File: src/rtl/pipl_hazard_ctrl.sv
// Stall/flush sequencer driving the en/nop pair of every pipeline register and the PC enable.
// Latency: en/nop outputs are combinational; state, mc_cnt and counters update on the next rising edge.
// Backpressure: mem_wait freezes every stage, load-use and multi-cycle EX ops stall the front, taken branches flush.
module pipl_hazard_ctrl #(
    parameter int MulLat  = 4,
    parameter int CntBits = 32
) (
    input  logic               clk,
    input  logic               rst,
    input  logic [4:0]         id_rs,
    input  logic [4:0]         id_rt,
    input  logic               id_rs_used,
    input  logic               id_rt_used,
    input  logic               ex_load,
    input  logic [4:0]         ex_rd,
    input  logic               ex_branch_taken,
    input  logic               ex_mcyc,
    input  logic               mem_wait,
    input  logic               wb_halt,
    input  logic               resume,
    output logic               pc_en,
    output logic               ifid_en,
    output logic               ifid_nop,
    output logic               idex_en,
    output logic               idex_nop,
    output logic               exma_en,
    output logic               exma_nop,
    output logic               mawb_en,
    output logic               mawb_nop,
    output logic               halted,
    output logic [CntBits-1:0] stall_cnt,
    output logic [CntBits-1:0] flush_cnt
);

    localparam int             McW    = (MulLat > 1) ? $clog2(MulLat) : 1;
    localparam logic [McW-1:0] McLast = McW'(MulLat - 1);

    typedef enum logic {
        RUN    = 1'b0,
        HALTED = 1'b1
    } state_t;

    state_t             state_q, state_d;
    logic [McW-1:0]     mc_cnt_q, mc_cnt_d;
    logic [CntBits-1:0] stall_cnt_q, stall_cnt_d;
    logic [CntBits-1:0] flush_cnt_q, flush_cnt_d;

    logic load_use;
    logic hold_ex;

    // Hazard detection: register 0 is never a real dependency.
    always_comb begin
        load_use = ex_load && (ex_rd != 5'd0) &&
                   ((id_rs_used && (id_rs == ex_rd)) || (id_rt_used && (id_rt == ex_rd)));
        hold_ex  = ex_mcyc && (mc_cnt_q != McLast);
    end

    // Next-state and per-stage control, highest-priority condition first; reset forces all controls low.
    always_comb begin
        state_d     = state_q;
        mc_cnt_d    = mc_cnt_q;
        stall_cnt_d = stall_cnt_q;
        flush_cnt_d = flush_cnt_q;
        pc_en       = 1'b0;
        ifid_en     = 1'b0;
        ifid_nop    = 1'b0;
        idex_en     = 1'b0;
        idex_nop    = 1'b0;
        exma_en     = 1'b0;
        exma_nop    = 1'b0;
        mawb_en     = 1'b0;
        mawb_nop    = 1'b0;
        halted      = 1'b0;

        case (state_q)
            RUN: begin
                if (mem_wait) begin
                    stall_cnt_d = stall_cnt_q + CntBits'(1);
                end else if (wb_halt) begin
                    // Bubble into WB so the halt instruction does not retire twice.
                    mawb_en     = 1'b1;
                    mawb_nop    = 1'b1;
                    state_d     = HALTED;
                    stall_cnt_d = stall_cnt_q + CntBits'(1);
                end else if (hold_ex) begin
                    // EX keeps its op; MA receives bubbles while older work drains to WB.
                    exma_en     = 1'b1;
                    exma_nop    = 1'b1;
                    mawb_en     = 1'b1;
                    mc_cnt_d    = mc_cnt_q + McW'(1);
                    stall_cnt_d = stall_cnt_q + CntBits'(1);
                end else begin
                    // Any multi-cycle op in EX is on its final cycle and advances.
                    mc_cnt_d = '0;
                    if (ex_branch_taken) begin
                        pc_en       = 1'b1;
                        ifid_en     = 1'b1;
                        ifid_nop    = 1'b1;
                        idex_en     = 1'b1;
                        idex_nop    = 1'b1;
                        exma_en     = 1'b1;
                        mawb_en     = 1'b1;
                        flush_cnt_d = flush_cnt_q + CntBits'(1);
                    end else if (load_use) begin
                        idex_en     = 1'b1;
                        idex_nop    = 1'b1;
                        exma_en     = 1'b1;
                        mawb_en     = 1'b1;
                        stall_cnt_d = stall_cnt_q + CntBits'(1);
                    end else begin
                        pc_en   = 1'b1;
                        ifid_en = 1'b1;
                        idex_en = 1'b1;
                        exma_en = 1'b1;
                        mawb_en = 1'b1;
                    end
                end
            end
            HALTED: begin
                halted = 1'b1;
                if (resume) begin
                    state_d = RUN;
                end
            end
            default: begin
                state_d = RUN;
            end
        endcase

        if (rst) begin
            pc_en    = 1'b0;
            ifid_en  = 1'b0;
            ifid_nop = 1'b0;
            idex_en  = 1'b0;
            idex_nop = 1'b0;
            exma_en  = 1'b0;
            exma_nop = 1'b0;
            mawb_en  = 1'b0;
            mawb_nop = 1'b0;
            halted   = 1'b0;
        end
    end

    // State, multi-cycle counter and performance counters.
    always_ff @(posedge clk or posedge rst) begin
        if (rst) begin
            state_q     <= RUN;
            mc_cnt_q    <= '0;
            stall_cnt_q <= '0;
            flush_cnt_q <= '0;
        end else begin
            state_q     <= state_d;
            mc_cnt_q    <= mc_cnt_d;
            stall_cnt_q <= stall_cnt_d;
            flush_cnt_q <= flush_cnt_d;
        end
    end

    assign stall_cnt = stall_cnt_q;
    assign flush_cnt = flush_cnt_q;

endmodule

File: config.mk
export PLATFORM = sky130hd
export DESIGN_NAME = pipl_hazard_ctrl
export DESIGN_NICKNAME = d
export VERILOG_FILES = /design/src/rtl/pipl_hazard_ctrl.sv
export SDC_FILE = /design/constraint.sdc
export NUM_CORES = 1
export LEC_CHECK = 0
export ABC_CLOCK_PERIOD_IN_PS = 3820
export BUFFER_PORTS_ARGS = -buffer_cell sky130_fd_sc_hd__buf_4
export CAP_MARGIN = 0
export CORE_MARGIN = 1.5
export CORE_UTILIZATION = 56
export DETAILED_ROUTE_END_ITERATION = 8
export GPL_TIMING_DRIVEN = 0
export PLACE_DENSITY = 0.89
export SYNTH_ARGS = -nofsm -noshare
export SYNTH_HDL_FRONTEND = slang
export SYNTH_SLANG_ARGS = --single-unit
export TNS_END_PERCENT = 100
File: constraint.sdc
create_clock -name clk -period 3.82 [get_ports clk]
set_input_delay 0.191 -clock clk [delete_from_list [all_inputs] [get_ports clk]]
set_output_delay 0.191 -clock clk [all_outputs]
set_load 0.03 [all_outputs]
* Word level (Yosys, flattened, before mapping)
Cells that the tools add are included.
** Cells by class
- Add/subtract/negate cells :: 3
- Equal/unequal tests :: 4
- Bitwise operators :: 4
- Reduce and logical (&&, ||, !) cells :: 11
- Mux-type cells :: 51
** Operators by type and width (number)
- $mux W32 :: 5
- $add A32 B1 Y32 const B :: 2
- $mux W1 :: 44
- $eq A5 B5 Y1 :: 2
- $reduce_and A3 Y1 :: 2
- $logic_and A1 B1 Y1 :: 5
- $reduce_and A5 Y1 :: 1
- $reduce_bool A5 Y1 :: 1
- $ne A4 B1 Y1 const B :: 1
- $not A1 Y1 :: 4
- $reduce_bool A4 Y1 :: 1
- $add A2 B1 Y2 const B :: 1
- $mux W2 :: 1
- $ne A2 B2 Y1 const B :: 1
- $pmux W1 S2 :: 1
- $logic_or A1 B1 Y1 :: 1
** Word-level totals
- Input port bits :: 25
- Flip-flop bits (word level) :: 67
- Output and inout bits :: 74
- Word-level logic and storage cells :: 77

* Logic depth before layout (Yosys ltp)
Gate-level depths: netlist of the first run.
- Depth in word-level cells :: 11
- Gate-level depth with buffers :: 9
- Gate-level depth less buffers :: 7

* Worst setup path before layout of the first run
No wires, ideal clock.
- Path kind :: register to output
- Start :: register state_q
- End :: output port pc_en
- Cell stages (with the launch flop) :: 7
- Setup slack :: 1.075 ns
- Required time :: 3.629 ns
- Path buffers :: 2
- Arrival :: 2.554 ns
- Path through :: dfrtp_1 -> buf_6 -> nor3_1 -> nand2b_1 -> nor2_1 -> o21a_1 -> buf_4
** Between the ends
- Word-level cells in the longest chain between the ends :: 2
** Ends and longest elaborated chain
- start: declaration :: RTL line 43 : state_t state_q, state_d;
- start signal: assignment :: RTL line 152 : state_q <= state_d;
- $mux W1 (2 in a row)
- end: declaration :: RTL line 21 : output logic pc_en,
No other way between the ends.

* Worst setup path after layout of the first run
- Start :: register state_q
- End :: register flush_cnt_q[30] (netlist: flush_cnt[30])
** Between the ends
- Word-level cells in the longest chain between the ends :: 2
** Ends and longest elaborated chain
- $not A1 Y1 (no line)
- $reduce_and A5 Y1 (no line)
- end signal: assignment :: RTL line 155 : flush_cnt_q <= flush_cnt_d;
- end: declaration :: RTL line 46 : logic [CntBits-1:0] flush_cnt_q, flush_cnt_d;
No other way between the ends.
A chain may end at the register's enable or synchronous reset.

==> results by group, run 1 <==
Clock tree
  – # resized after CTS: 0
  – Clock-pin slew on the worst setup and hold paths: 0.07 ns
  – CTS tree: yes
  – Insertion delay to the later sink of the worst-skew pair: 0.34 ns
  – H-tree Lvls: 3
  – Post-CTS Setup Bufs: 0
  – CTS Root Cell: clkbuf_8
  – Sink Count: 67
  – CTS Buf Count: 9
  – Hold_buf cts: 1
  – Clk buf depth: 2

Routing
  – WL final: 7280 µm
  – Routed WL per cell: 14.6 µm
  – Remaining DRCs: 0
  – Vias per cell: 5.42
  – Vias: around 2700
  – DR pass1 iterations: 4
  – ANT nets after route: 0
  – Starting DRT DRC Count: 109

Logic synthesis
  – Synth top cells by count: dfrtp_1 (67), xnor2_1 (46), nand2_1 (30)
  – Post-synth top flop: dfrtp_1
  – Post-synthesis cell count: 312
  – Most frequent cell after synthesis: dfrtp_1
  – Distinct cell type count after synthesis: 42
  – Mapped cell area: ~3300 µm²
  – FF+latch count, synth: 67
  – Post-synth ARST share: 1.00
  – Share of the synthesized area in the top cell type: 0.502
  – Syn nets: 340
  – Ys Warns: 0
  – Avg Cell Area, Syn: 10.7 µm²
  – Synth area leader: dfrtp_1
  – Synth top area cells: dfrtp_1 (50%), xnor2_1 (12%), xor2_1 (6.6%)
  – Post-synthesis sequential area ratio: 0.502
  – EDFF count, synth: 0

Timing
  – Final setup TNS: 0 ns
  – Final Max Slew Viols: 0
  – Worst-Margin Slew: 0.574 ns
  – Fin. Hold Viols: 0
  – Fmax: ~470 MHz
  – Final setup viols: 0
  – Minimum clock period: 2.11 ns
  – Worst slew margin: 0.617
  – Final period util: 0.552
  – RSZ-0062 raised after global routing: no
  – Clk_skew: between 0.008 and 0.009 ns

Floorplanning
  – Total core area: between 5000 and 6000 µm²
  – Site row count: 27
  – Die ar.: between 6000 and 7000 µm²
  – Die Wd: around 80 µm
  – DIE HEIGHT: approximately 80 µm
  – Initial Util: 0.592
  – I/O pin total: 99

GRT
  – Largest net degree at the start of global routing: 42
  – Total gr overflow: 0
  – Initial antenna violation count: 0
  – Vias in the first global route: 2695
  – Total track usage: 0.247
  – Global-route wire length before repair: 12200 µm

Status
  – Status: finished clean

Place
  – HPWL Detailed: about 5300 µm
  – Placed inst area: 4190 µm²
  – GPL Wtd Cong: 0.811
  – # port buffers: 98

Power
  – Power density over the cells: 448 nW/µm²
  – Clock Power Share: 0.307
  – Flop pwr share: 0.441
  – Internal Power: 1.32 mW
  – Sw Share: 0.333
  – Fraction of power consumed by combinational cells: 0.251
  – Final Power: 1.97 mW
  – Worst VDD drop: roughly 520 µV
  – Switch Pwr: about 0.66 mW
  – P_leak: ~2.1 nW

Worst setup path
  – Critical path fanouts, max: 9
  – Crit Path Class: flop to flop
  – Crit Reg-Reg Endpoint: flush_cnt[30]$_DFFE_PP0P_
  – WP data required: 4.05 ns
  – R2R Setup Slk: between 1.5 and 2 ns
  – Worst Reg-to-Reg Cells: 8
  – Worst R2R Start: state_q$_DFF_PP0_
  – Worst setup path start: state_q$_DFF_PP0_
  – Startpoint types: flop
  – Worst Setup EP: flush_cnt[30]$_DFFE_PP0P_
  – Crit path DAT: 2.34 ns
  – Worst setup EP type: flop

Cells and area
  – Layout cells sized above 1: 0.322
  – Post-route cell area: 4400 µm²
  – # diodes: 0
  – # fillers: 384
  – P&R area growth vs syn: 31.7%
  – Final nets: 451

Worst hold path
  – HP Class: primary input to flop

Flow run
  – Max-cap violation count: 0
## layout make-up
| cell class | count | area [µm²] | area share |
|---|---|---|---|
| buffer | 9 | 61.3 | 0.0139 |
| timing repair buffer | 100 | 766 | 0.174 |
| inverter | 7 | 26.3 | 0.00597 |
| clock buffer | 12 | 155 | 0.0352 |
| clock inverter | 4 | 48.8 | 0.0111 |
| multi-input combinational | 229 | 1580 | 0.358 |
| tap | 72 | 90.1 | 0.0205 |
| sequential | 67 | 1680 | 0.381 |
## power groups by stage
stage / Sequential (mW) / Clock (mW) / Combinational (mW)
3_3_place_gp: 0.879 / 0 / 0.484
4_1_cts: 0.870 / 0.608 / 0.501
2_1_floorplan: 0.994 / 0 / 0.190
6_report: 0.870 / 0.606 / 0.496
3_5_place_dp: 0.882 / 0 / 0.500
5_1_grt: 0.883 / 0.648 / 0.535
## worst max-delay path, cell delays in order, from the launching register on
cell,delay [ns]
dfrtp_1,0.37
buf_6,0.13
or3b_4,0.42
nor4_4,0.27
and4_1,0.25
buf_6,0.13
and4_4,0.23
nand2_2,0.06
xnor2_2,0.13
## stage by stage
stage	hold WS (ns)	utilization	std cells	setup slack, ns
final	0.0275	0.780	500	1.71
after global routing	0.0165	0.780	500	1.55
after CTS	0.0246	0.780	500	1.70
after detailed placement	0.313	0.742	483	1.68
after global placement	0.369	0.739	482	1.15
after floorplan	0.284	-	312	1.07
## kinds of logic after synthesis
family | share of synthesized area
mux | 0.00636
compound gates | 0.0198
buf+inv | 0.0262
fa+ha+maj | 0.0112
flops | 0.502
xor+xnor | 0.191
simple gates | 0.244
## registers in the layout, indices dropped and copies added, names as in the netlist
register	flops
state_q	1
stall_cnt	32
mc_cnt_q	2
flush_cnt	32
## cells in the final DEF (no fill, tap or decap), types with 2 or more instances in the layout
| cell | instances |
|---|---|
| buf_4 | 100 |
| dfrtp_1 | 67 |
| xnor2_1 | 46 |
| nand2_1 | 30 |
| nand3_1 | 27 |
| xor2_1 | 25 |
| nor2_1 | 16 |
| nor3_1 | 14 |
| nand4_1 | 13 |
| clkbuf_8 | 11 |
| and4_1 | 8 |
| and3_1 | 8 |
| inv_1 | 6 |
| buf_2 | 4 |
| nand2b_1 | 4 |
| and2_1 | 3 |
| nor3b_1 | 3 |
| ha_1 | 3 |
| nor2b_1 | 2 |
| buf_6 | 2 |
| and3_2 | 2 |
| and4_4 | 2 |
| o21a_1 | 2 |
| o21ai_0 | 2 |
| nor4_1 | 2 |
| clkinv_2 | 2 |
## metal layers
metal,vias up,track usage,part of all wire
met5,-,0,0
met4,0,0.0948,0.014
met3,10,0.0568,0.060
met2,80,0.417,0.50
met1,1324,0.308,0.42
li1,1295,-,-
## how the worst min path moves through the flow
stage | from | to | slack, ns | cells past startpoint
6_report | resume | state_q$_DFF_PP0_ | 0.03 | 2
5_1_grt | resume | state_q$_DFF_PP0_ | 0.02 | 2
4_1_cts | resume | state_q$_DFF_PP0_ | 0.02 | 2
3_5_place_dp | rst | flush_cnt[2]$_DFFE_PP0P_ | 0.31 | 2
3_3_place_gp | resume | state_q$_DFF_PP0_ | 0.37 | 2
2_1_floorplan | resume | state_q$_DFF_PP0_ | 0.28 | 1
Note: power is estimated with default switching activity, not from simulation.
==> run 2: changes to the inputs <==
--- a/config.mk
+++ b/config.mk
@@ -5,14 +5,14 @@
 export SDC_FILE = /design/constraint.sdc
 export NUM_CORES = 1
 export LEC_CHECK = 0
-export ABC_CLOCK_PERIOD_IN_PS = 3820
+export ABC_CLOCK_PERIOD_IN_PS = 1750
 export BUFFER_PORTS_ARGS = -buffer_cell sky130_fd_sc_hd__buf_4
 export CAP_MARGIN = 0
 export CORE_MARGIN = 1.5
-export CORE_UTILIZATION = 56
+export CORE_UTILIZATION = 47
 export DETAILED_ROUTE_END_ITERATION = 8
 export GPL_TIMING_DRIVEN = 0
-export PLACE_DENSITY = 0.89
+export PLACE_DENSITY = 0.8
 export SYNTH_ARGS = -nofsm -noshare
 export SYNTH_HDL_FRONTEND = slang
 export SYNTH_SLANG_ARGS = --single-unit
==> constraint.sdc (replaced) <==
create_clock -name clk -period 1.75 [get_ports clk]
set_input_delay 0.0875 -clock clk [delete_from_list [all_inputs] [get_ports clk]]
set_output_delay 0.0875 -clock clk [all_outputs]
set_load 0.03 [all_outputs]
==> results by group, run 2 (same netlist as run 1, synthesis figures left out) <==
Cells and area
  – Commonest non-fill, non-tap cells in the layout: buf_4 (128), dfrtp_1 (52), xnor2_1 (42), nand2_1 (28), buf_6 (26)
  – Commonest non-fill, non-tap cell in the layout: buf_4
  – Layout cells sized above 1: 0.538
  – Final nets: 500
  – # fillers: 423
  – Fin cells: between 500 and 600
  – P&R area growth vs syn: 59.2%
  – # diodes: 0

Worst setup path
  – Critical path fanouts, max: 4
  – Largest stage delay, worst path: around 0.40 ns
  – Crit path DAT: 2.14 ns
  – Startpoint types: flop
  – Worst R2R Start: state_q$_DFF_PP0_
  – R2R Setup Slk: -0.17 ns
  – Worst Reg-to-Reg Cells: 7
  – Crit Reg-Reg Endpoint: flush_cnt[30]$_DFFE_PP0P_
  – WP data required: roughly 2.0 ns
  – Crit Path Class: flop to flop
  – Top Family by Delay on Critical Path: simple AND/OR/NAND/NOR gates
  – Worst setup EP type: flop
  – CP max stage cell: or3b_4
  – Crit path cell chain: or3b_4 > nor4_4 > and4_1 > buf_6 > and4_4 > nand2_2 > xnor2_2
  – Buf/Inv on CP: 1
  – Crit path depth: 7

Worst hold path
  – Hold path depth: 3
  – Hold Startpoint: wb_halt
  – Worst Hold End: state_q$_DFF_PP0_
  – HP Class: primary input to flop

Routing
  – Starting DRT DRC Count: between 100 and 150
  – Routed WL per cell: roughly 17 µm
  – WL final: roughly 9500 µm
  – Remaining DRCs: 0
  – DR pass1 iterations: 4
  – Vias: 2977
  – Vias per cell: around 5.2
  – ANT nets after route: 0

Status
  – Status: finished with violations
  – Violated checks: negative setup slack

Timing
  – Clk_skew: 0.00987 ns
  – Minimum clock period: 1.92 ns
  – Worst-Margin Slew: 0.674 ns
  – Fin. Hold Viols: 0
  – RSZ-0062 raised after global routing: yes
  – Final Max Slew Viols: 0
  – Final setup viols: 34
  – Worst hold slack: 0.0944 ns
  – Fmax: approximately 520 MHz
  – Worst slew margin: 0.550
  – Post-route setup slack: -0.166 ns
  – Final period util: 1.10

GRT
  – Total track usage: 0.227
  – Global-route wire length before repair: 13300 µm
  – Initial antenna violation count: 0
  – Vias in the first global route: 2791
  – Largest net degree at the start of global routing: 38
  – Total gr overflow: 0

Floorplanning
  – Total core area: a little under 7000 µm²
  – Initial Util: 0.489
  – Die Wd: 87.3 µm
  – Die ar.: ~7600 µm²
  – DIE HEIGHT: slightly below 90 µm
  – I/O pin total: 99
  – Site row count: 30

Clock tree
  – Insertion delay to the later sink of the worst-skew pair: 0.34 ns
  – H-tree Lvls: 3
  – Sink Count: 67
  – CTS Root Cell: clkbuf_8
  – Clock-pin slew on the worst setup and hold paths: 0.07 ns
  – CTS tree: yes
  – Clk buf depth: 2
  – CTS Buf Count: 9

Place
  – # port buffers: 98
  – # placed instances: 507
  – GPL Wtd Cong: 0.827
  – HPWL Detailed: 5450 µm

Flow run
  – Max-cap violation count: 0

Power
  – Final Power: 4.86 mW
  – P_leak: 2.53 nW
  – Worst VDD drop: 726 µV
  – Power density over the cells: 914 nW/µm²
-- run 2: through the flow --
| stage | setup TNS, ns | worst slack, ns | cell area [µm²] | util |
|---|---|---|---|---|
| 6_report | -2.40 | -0.166 | 5320 | 0.779 |
| 4_1_cts | -4.25 | -0.214 | 4900 | 0.717 |
| 3_5_place_dp | -8.57 | -0.382 | 4300 | 0.630 |
| 5_1_grt | -6.32 | -0.263 | 5320 | 0.779 |
| 3_3_place_gp | -6.84 | -0.348 | 4280 | 0.627 |
| 2_1_floorplan | -2.15 | -0.254 | 3430 | - |
-- run 2: area by class of cell --
class	count	area, µm²	area share
clock buffer	13	169	0.0317
clock inverter	2	35.0	0.00658
timing repair buffer	153	1260	0.236
sequential	67	1700	0.319
multi-input combinational	229	1960	0.368
buffer	5	56.3	0.0106
tap	96	120	0.0226
inverter	7	30.0	0.00564
-- run 2: worst max-delay path by stage --
stage                                  from                         to  slack, ns
after floorplan           state_q$_DFF_PP0_  flush_cnt[30]$_DFFE_PP0P_      -0.25
after global placement    state_q$_DFF_PP0_  flush_cnt[30]$_DFFE_PP0P_      -0.35
after detailed placement  state_q$_DFF_PP0_  flush_cnt[30]$_DFFE_PP0P_      -0.38
after CTS                 state_q$_DFF_PP0_  flush_cnt[30]$_DFFE_PP0P_      -0.21
after global routing      state_q$_DFF_PP0_  flush_cnt[30]$_DFFE_PP0P_      -0.26
final                     state_q$_DFF_PP0_  flush_cnt[30]$_DFFE_PP0P_      -0.17
-- run 2: worst reg2reg max path, stage by stage (launching register included) --
cell     delay, ns
dfrtp_1       0.38
or3b_4        0.40
nor4_4        0.23
and4_1        0.25
buf_6         0.11
and4_4        0.24
nand2_2       0.07
xnor2_2       0.12
-- run 2: what timing repair did --
action / in CTS / in global routing
hold endpoints to repair: 31 / 0
pin swaps: 16 / 42
gates cloned: 2 / 0
endpoints found under the setup margin: 58 / 66
resized for setup: 27 / 68
setup buffers: 31 / 21
hold buffers: 2 / 0
-- run 2: power by group --
part | switching [mW] | internal [mW] | leakage (nW) | total, mW
Clock | 0.580 | 0.766 | 0.106 | 1.35
Sequential | 0.169 | 1.72 | 0.842 | 1.89
Combinational | 0.893 | 0.736 | 1.58 | 1.63
Total | 1.64 | 3.22 | 2.53 | 4.86
-- run 2: per-layer routing --
layer / GRT usage / up-vias / wire [µm]
met4: 0.110 / 0 / 132
li1: - / 1393 / -
met2: 0.372 / 104 / 4940
met1: 0.286 / 1471 / 3910
met5: 0 / - / 0
met3: 0.0445 / 9 / 486
